### src/rtl/seq_tx_pkg.sv
// Shared types and constants for the serial pattern transmitter.
package seq_tx_pkg;

    localparam int PAT_W_DEF = 5;
    localparam int GAP_DEF   = 2;
    localparam int REP_W     = 4;

    typedef enum logic [1:0] {
        S_IDLE  = 2'd0,
        S_SHIFT = 2'd1,
        S_PAR   = 2'd2,
        S_GAP   = 2'd3
    } state_e;

endpackage

### src/rtl/seq_shift_reg.sv
// Parallel-load, MSB-first shift register; zeros enter at the LSB on each shift.
module seq_shift_reg
    import seq_tx_pkg::*;
#(
    parameter int PAT_W = PAT_W_DEF
) (
    input  logic             clk,
    input  logic             reset_n,
    input  logic             load,
    input  logic             shift,
    input  logic [PAT_W-1:0] din,
    output logic             msb
);

    logic [PAT_W-1:0] sr_q;
    logic [PAT_W-1:0] sr_d;

    always_comb begin
        sr_d = sr_q;
        if (load) begin
            sr_d = din;
        end else if (shift) begin
            sr_d = {sr_q[PAT_W-2:0], 1'b0};
        end
    end

    always_ff @(posedge clk or negedge reset_n) begin
        if (!reset_n) begin
            sr_q <= '0;
        end else begin
            sr_q <= sr_d;
        end
    end

    assign msb = sr_q[PAT_W-1];

endmodule

### src/rtl/seq_pattern_tx.sv
// Serial pattern transmitter: repeats a latched word MSB-first with idle gaps.
// Optional even-parity bit per frame is enabled by defining SEQ_TX_PARITY_EN.
module seq_pattern_tx
    import seq_tx_pkg::*;
#(
    parameter int PAT_W = PAT_W_DEF,
    parameter int GAP   = GAP_DEF
) (
    input  logic             clk,
    input  logic             reset_n,
    input  logic [PAT_W-1:0] pat_in,
    input  logic [REP_W-1:0] rep_cnt,
    input  logic             pat_valid,
    output logic             pat_ready,
    output logic             serial_out,
    output logic             bit_valid,
    output logic             frame_end,
    output logic             busy
);

    localparam logic [3:0] BIT_LD = 4'(PAT_W - 1);
    localparam logic [3:0] GAP_LD = (GAP > 0) ? 4'(GAP - 1) : 4'd0;

    state_e           state_q, state_d;
    logic [3:0]       bit_cnt_q, bit_cnt_d;
    logic [3:0]       gap_cnt_q, gap_cnt_d;
    logic [REP_W-1:0] rep_q, rep_d;
    logic [PAT_W-1:0] saved_q, saved_d;
    logic             pat_ready_q, pat_ready_d;
    logic             bit_valid_q, bit_valid_d;
    logic             frame_end_q, frame_end_d;
    logic             busy_q, busy_d;
    logic             sr_load, sr_shift;
    logic [PAT_W-1:0] sr_din;
    logic             frame_done;

    // Shifting in zeros leaves the register clear after a frame, so its MSB
    // doubles as the registered serial_out (0 in gap and idle).
    seq_shift_reg #(
        .PAT_W (PAT_W)
    ) u_shift (
        .clk     (clk),
        .reset_n (reset_n),
        .load    (sr_load),
        .shift   (sr_shift),
        .din     (sr_din),
        .msb     (serial_out)
    );

    always_comb begin
        state_d    = state_q;
        bit_cnt_d  = bit_cnt_q;
        gap_cnt_d  = gap_cnt_q;
        rep_d      = rep_q;
        saved_d    = saved_q;
        sr_load    = 1'b0;
        sr_shift   = 1'b0;
        sr_din     = saved_q;
        frame_done = 1'b0;

        case (state_q)
            S_IDLE: begin
                if (pat_valid && pat_ready_q) begin
                    saved_d   = pat_in;
                    rep_d     = rep_cnt;
                    bit_cnt_d = BIT_LD;
                    sr_load   = 1'b1;
                    sr_din    = pat_in;
                    state_d   = S_SHIFT;
                end
            end
            S_SHIFT: begin
                if (bit_cnt_q != '0) begin
                    bit_cnt_d = bit_cnt_q - 1'b1;
                    sr_shift  = 1'b1;
                end else begin
`ifdef SEQ_TX_PARITY_EN
                    state_d = S_PAR;
                    sr_load = 1'b1;
                    sr_din  = {^saved_q, {(PAT_W-1){1'b0}}};
`else
                    frame_done = 1'b1;
`endif
                end
            end
            S_PAR: begin
                frame_done = 1'b1;
            end
            S_GAP: begin
                if (gap_cnt_q != '0) begin
                    gap_cnt_d = gap_cnt_q - 1'b1;
                end else begin
                    state_d   = S_SHIFT;
                    bit_cnt_d = BIT_LD;
                    sr_load   = 1'b1;
                end
            end
            default: state_d = S_IDLE;
        endcase

        if (frame_done) begin
            if (rep_q != '0) begin
                rep_d = rep_q - 1'b1;
                if (GAP > 0) begin
                    state_d   = S_GAP;
                    gap_cnt_d = GAP_LD;
                    sr_shift  = 1'b1;
                end else begin
                    state_d   = S_SHIFT;
                    bit_cnt_d = BIT_LD;
                    sr_load   = 1'b1;
                    sr_din    = saved_q;
                end
            end else begin
                state_d  = S_IDLE;
                sr_shift = 1'b1;
            end
        end
    end

    // Output flags are registered from the next state so they line up with serial_out.
    always_comb begin
        pat_ready_d = (state_d == S_IDLE);
        busy_d      = (state_d != S_IDLE);
        bit_valid_d = (state_d == S_SHIFT) || (state_d == S_PAR);
`ifdef SEQ_TX_PARITY_EN
        frame_end_d = (state_d == S_PAR);
`else
        frame_end_d = (state_d == S_SHIFT) && (bit_cnt_d == '0);
`endif
    end

    always_ff @(posedge clk or negedge reset_n) begin
        if (!reset_n) begin
            state_q     <= S_IDLE;
            bit_cnt_q   <= '0;
            gap_cnt_q   <= '0;
            rep_q       <= '0;
            saved_q     <= '0;
            pat_ready_q <= 1'b1;
            bit_valid_q <= 1'b0;
            frame_end_q <= 1'b0;
            busy_q      <= 1'b0;
        end else begin
            state_q     <= state_d;
            bit_cnt_q   <= bit_cnt_d;
            gap_cnt_q   <= gap_cnt_d;
            rep_q       <= rep_d;
            saved_q     <= saved_d;
            pat_ready_q <= pat_ready_d;
            bit_valid_q <= bit_valid_d;
            frame_end_q <= frame_end_d;
            busy_q      <= busy_d;
        end
    end

    assign pat_ready = pat_ready_q;
    assign bit_valid = bit_valid_q;
    assign frame_end = frame_end_q;
    assign busy      = busy_q;

endmodule

### config.mk
export PLATFORM = sky130hd
export DESIGN_NAME = seq_pattern_tx
export DESIGN_NICKNAME = d
export VERILOG_FILES = /design/src/rtl/seq_tx_pkg.sv /design/src/rtl/seq_shift_reg.sv /design/src/rtl/seq_pattern_tx.sv
export SDC_FILE = /design/constraint.sdc
export NUM_CORES = 1
export LEC_CHECK = 0
export ABC_AREA = 1
export CORE_MARGIN = 2
export CORE_UTILIZATION = 50
export CTS_CLUSTER_DIAMETER = 40
export DETAILED_ROUTE_END_ITERATION = 6
export HOLD_SLACK_MARGIN = 0.06
export PLACE_DENSITY_LB_ADDON = 0.2
export SLEW_MARGIN = 20
export SYNTH_ARGS = -nofsm -noshare
export SYNTH_HDL_FRONTEND = slang
export SYNTH_SLANG_ARGS = --single-unit
### constraint.sdc
create_clock -name clk -period 2.1 [get_ports clk]
set_input_delay 0.21 -clock clk [delete_from_list [all_inputs] [get_ports clk]]
set_output_delay 0.21 -clock clk [all_outputs]
set_load 0.05 [all_outputs]
* Word-level counts from Yosys, hierarchy flattened *
Index checks and enable logic that the tools add are counted.

operators by class
  $add $sub $neg = 3
  multiply operators = 0
  divide/modulo/power cells = 0
  order comparisons = 0
  eq/ne operators = 5
  shift-type cells = 0
  multiplexer cells = 29
  bitwise operators = 0
  reductions and logical operators = 11

operators with widths
  kind                                                  number
  2-to-1 mux 4 bit                                      11
  2-to-1 mux 5 bit                                      4
  case mux 4 bit (3 select lines)                       1
  nonzero test 4 bit                                    3
  subtractor 4 x 1 -> 4 bit (second input constant)     3
  2-to-1 mux 2 bit                                      4
  equality test 2 bit (second input constant)           3
  2-to-1 mux 1 bit                                      6
  equality test 2 x 1 -> 1 bit (second input constant)  2
  logical NOT 2 bit                                     2
  logical NOT 4 bit                                     1
  case mux 1 bit (2 select lines)                       2
  case mux 2 bit (2 select lines)                       1
  nonzero test 2 bit                                    2
  logical AND 1 bit                                     2
  logical OR 1 bit                                      1

word-level totals
  flip-flop bits (word level) = 28
  latch bits = 0
  RAM bits = 0
  ROM bits = 0
  input port bits = 12
  output and inout bits = 5
  memories = 0

* Depth between registers and ports, before layout *
  depth in word-level cells = 6
  gate-level depth with buffers = 13
  mapped depth without buffers = 13

* Modules after synthesis *
From an unflattened synthesis, not the netlist that was laid out.

unflattened totals
  cell total of the unflattened synthesis = 177
  area, all modules = 1590.3 sq um

modules (own cells, without submodules)
  module          times used  cells an instance  area an instance (sq um)  sequential area each (sq um)
  seq_pattern_tx  1           151                1368.8                    576.8
  seq_shift_reg   1           26                 221.5                     125.1

* Worst setup path before layout *
OpenSTA, ideal clock, no wires.

  path kind = reg-to-reg
  start point = register state_q[0]
  end point = register frame_end_q, in the netlist frame_end
  library setup time = 0.114 ns
  arrival = 1.724 ns
  data required time = 1.986 ns
  path slack = 0.262 ns
  stages on the path, launching flop included = 14
  path buffers = 1
  period minus slack after synthesis = 1.838 ns
  cells stage by stage = dfrtp_1 -> inv_1 -> ha_1 -> inv_1 -> a21oi_4 -> nand2_4 -> buf_6 -> nand2_2 -> inv_2 -> ha_1 -> inv_1 -> nor2_1 -> nand2_1 -> nor2_1

between the ends
  word-level cells in the longest chain between the ends = 5

RTL lines
  item                                                                                line                   text
  start, declared                                                                     seq_pattern_tx.sv:24   state_e state_q, state_d;
  start signal, assigned                                                              seq_pattern_tx.sv:145  state_q <= state_d;
  equality test 2 bit (tied with other cells)                                         seq_pattern_tx.sv:61   case (state_q)
  case mux 2 bit (2 select lines) or case mux 1 bit (2 select lines) (tied branches)  seq_pattern_tx.sv:61
  2-to-1 mux 2 bit (*)                                                                seq_pattern_tx.sv:101  if (frame_done) begin
  via state_d[1]                                                                      seq_pattern_tx.sv:24
  equality test 2 x 1 -> 1 bit (*)                                                    seq_pattern_tx.sv:129  frame_end_d = (state_d == S_SHIFT) && (bit_cnt_d == '0);
  logical AND 1 bit (*)                                                               seq_pattern_tx.sv:129
  via frame_end_d                                                                     seq_pattern_tx.sv:31   logic frame_end_q, frame_end_d;
  end signal, assigned                                                                seq_pattern_tx.sv:152  frame_end_q <= frame_end_d;
  end, declared                                                                       seq_pattern_tx.sv:31

The timed path passes the listed nets; every way through them passes the cells marked *.
A chain may end at the register's enable or synchronous reset.

* Final worst setup path *
  start point = register state_q[1]
  end point = register frame_end_q, in the netlist frame_end

Same word-level chain as after synthesis.

==> metrics.md <==
| Metric | Value |
|---|---|
| Fin crit share | `0.9414` |
| Met1 Wirelength | `1409 um` |
| Top_reg_cell synth | `dfrtp_1` |
| Post-Syn Area | `about 1600 um2` |
| Mapped Nets | `around 210` |
| Reg-to-reg slack, setup | `~120 ps` |
| Initial antenna violation count | `0` |
| CTS tree | `built` |
| Post-synthesis mux area share | `0` |
| Async SR Flop Fraction | `1.000` |
| Layout cell share with drive strength beyond 1 | `0.1789` |
| Worst-path clk slew | `between 100 and 150 ps` |
| Minimum clock period | `~2000 ps` |
| DRT Wirelength | `~3200 um` |
| Vias per cell | `~5.2` |
| Max_cap viols | `0` |
| Vias | `around 1300` |
| Run status | `finished clean` |
| CP max FO | `4` |
| Fillers | `~260` |
| Xor and xnor fraction of the mapped netlist area | `0.01683` |
| Register area share after synthesis | `0.4495` |
| Worst setup SP type | `flip-flop` |
| WL met3 | `approximately 70 um` |
| Worst Path Required | `approximately 2400 ps` |
| Worst skew pair latency | `around 320 ps` |
| First-pass GRT wire length | `roughly 5300 um` |
| Gr ovfl total | `0` |
| Post-Syn Area per Cell | `8.175 um2` |
| Drt pass-1 iters | `4` |
| Compound-Gate Fraction of Synth Area | `0.09856` |
| Endpoint class of the critical path | `flip-flop` |
| Post-route DRC | `0` |
| Starting DRT DRC Count | `43` |
| Largest family of logic cells by synthesized area | `simple AND/OR/NAND/NOR gates` |
| Die H | `between 50 and 60 um` |
| F_max | `between 500 and 600 MHz` |
| Worst vdd ir | `0.0002687 V` |
| Reg2Reg Launch Point | `state_q[1]` |
| Post-Route Utilization | `0.6308` |
| Yosys warns | `0` |
| Wirelength per Cell | `between 10 and 15 um` |
| Adder-cell share of the synthesized area | `0.08013` |
| Clock Path Buffers | `2` |
| Synth Instances | `roughly 190` |
| WHS | `between 200 and 250 ps` |
| Pleak | `a little under 0.001 uW` |
| Final setup fails | `0` |
| Met2 WL | `1623 um` |
| Final Power | `roughly 830 uW` |
| Setup CP Type | `reg -> reg` |
| Hold Path Class | `in -> async` |
| Post-Synth Simple-Gate Area | `0.2748` |
| H-Tree Depth | `1` |
| Root Driver | `clkbuf_4` |
| Largest net degree at the start of global routing | `29` |
| Routed Antenna Nets | `0` |
| Final slew viol count | `0` |
| Slew margin rel. | `0.6651` |
| Register bit total from synthesis | `28` |
| CTS Sinks | `28` |
| IO buf count | `16` |
| Number of synthesized flops with an enable pin | `0` |
| GRT Util Overall | `0.1940` |
| RD Place Congestion | `around 0.86` |
| Clock Skew | `2.834 ps` |
| Max layer used | `met4` |
| I/O pin total | `17` |
| Worst reg2reg path depth | `13` |
| Placed wire-length estimate | `roughly 2300 um` |
| Num CTS Buffers | `3` |
| Worst Tran Pin Value | `500.8 ps` |
| Core area | `3003 um2` |
| Worst path arrival time | `2240 ps` |
| Vias in the first global route | `between 1000 and 1500` |
| Synth-to-Final Area Change | `21.31%` |
| Layout Nets | `about 240` |
| Row count | `20` |
| Die area | `approximately 3600 um2` |
| Final hold violation count | `0` |
| # hold bufs at CTS | `0` |
| Initial Util | `0.5200` |
| RR Endpoint | `frame_end` |
| Pwr dens | `around 440 nW/um2` |
| Synth cell types | `31` |
| Die width | `59.89 um` |
| N_diodes | `0` |
[layer usage]
| layer | up-vias | track usage |
|---|---|---|
| li1 | 651 | - |
| met2 | 20 | 0.3354 |
| met1 | 621 | 0.2535 |
| met5 | - | 0 |
| met3 | 6 | 0.01948 |
| met4 | 0 | 0.06349 |
[cells by family (layout without fill, tap and decap cells)]
kind of cell | after synthesis | count (layout)
AOI/OAI and AO/OA | 22 | 22
xor gates and xnor gates | 3 | 3
adders and majority gates | 10 | 10
buffers and inverters | 31 | 58
DFF | 28 | 28
and+or+nand+nor | 97 | 97
[critical path: stages (launching register included)]
cell	delay [ps]
dfrtp_1	440
inv_2	90
ha_4	280
inv_1	90
a21oi_4	210
nand2_4	70
o21ai_0	80
nor2_1	80
inv_1	80
ha_1	150
inv_1	40
nor2_1	110
nand2_1	80
nor2_2	100
[cell usage after synthesis, types with 3 or more instances]
master / count / area (um2)
nand3_1: 11 / 55.05
ha_1: 10 / 125.1
o21ai_2: 3 / 26.28
inv_2: 3 / 11.26
nand2_1: 60 / 225.2
inv_1: 26 / 97.59
nor2_1: 15 / 56.30
nand2_2: 3 / 18.77
dfrtp_1: 27 / 675.7
o21ai_0: 8 / 40.04
[through the flow]
| stage | setup WS, ps | instances | instance area (um2) | setup TNS, ps |
|---|---|---|---|---|
| global placement | 264.5 | 242 | 1777 | 0 |
| floorplan | 261.6 | 191 | 1562 | 0 |
| global route | -14.13 | 251 | 1894 | -14.13 |
| finish | 123.1 | 251 | 1894 | 0 |
| detailed placement | 83.06 | 242 | 1777 | 0 |
| CTS | 41.82 | 246 | 1813 | 0 |
[worst max-delay path by stage]
| stage | startpoint | end | slack [ps] | cells past startpoint |
|---|---|---|---|---|
| finish | state_q[1] | frame_end | 120 | 13 |
| global route | state_q[1] | frame_end | -10 | 13 |
| CTS | state_q[1] | frame_end | 40 | 13 |
| detailed placement | bit_cnt_q[0] | frame_end | 80 | 13 |
| global placement | bit_cnt_q[0] | frame_end | 260 | 12 |
| floorplan | state_q[0] | frame_end | 260 | 13 |
[repair_timing]
item,in CTS,in global routing
endpoints found under the hold margin,0,0
buffers inserted,0,5
resized for setup,0,11
setup endpoints to repair,0,1
[final cells by class]
cell class                      instances  area, um2  share of cell area
Tap cell                               33      41.29             0.02180
Multi-Input combinational cell        132      777.0              0.4102
Timing Repair Buffer                   25      227.7              0.1202
Clock buffer                            4      36.28             0.01915
Inverter                               29      108.9             0.05746
Sequential cell                        28      703.2              0.3712
[power by group]
group / total [uW] / switching (uW) / internal, uW
logic: 31.8 / 12.9 / 18.9
registers: 539 / 0 / 539
clock network: 259 / 153 / 106
total: 830 / 166 / 664
[cells in the final DEF (no fill, tap or decap), drive strengths merged, types with 9 or more instances in the layout]
| cell | count |
|---|---|
| nor2 | 17 |
| buf | 9 |
| nand3 | 12 |
| inv | 29 |
| o21ai | 13 |
| clkdlybuf4s50 | 16 |
| dfrtp | 27 |
| ha | 10 |
| nand2 | 64 |
[flip-flops by register name, summed over array words and instances (netlist names), 2 cells and up]
name / flops
gap_cnt_q: 4
saved_q: 5
u_shift.sr_q: 5
rep_q: 4
state_q: 2
bit_cnt_q: 4
Power figures use the tool's default switching activity.
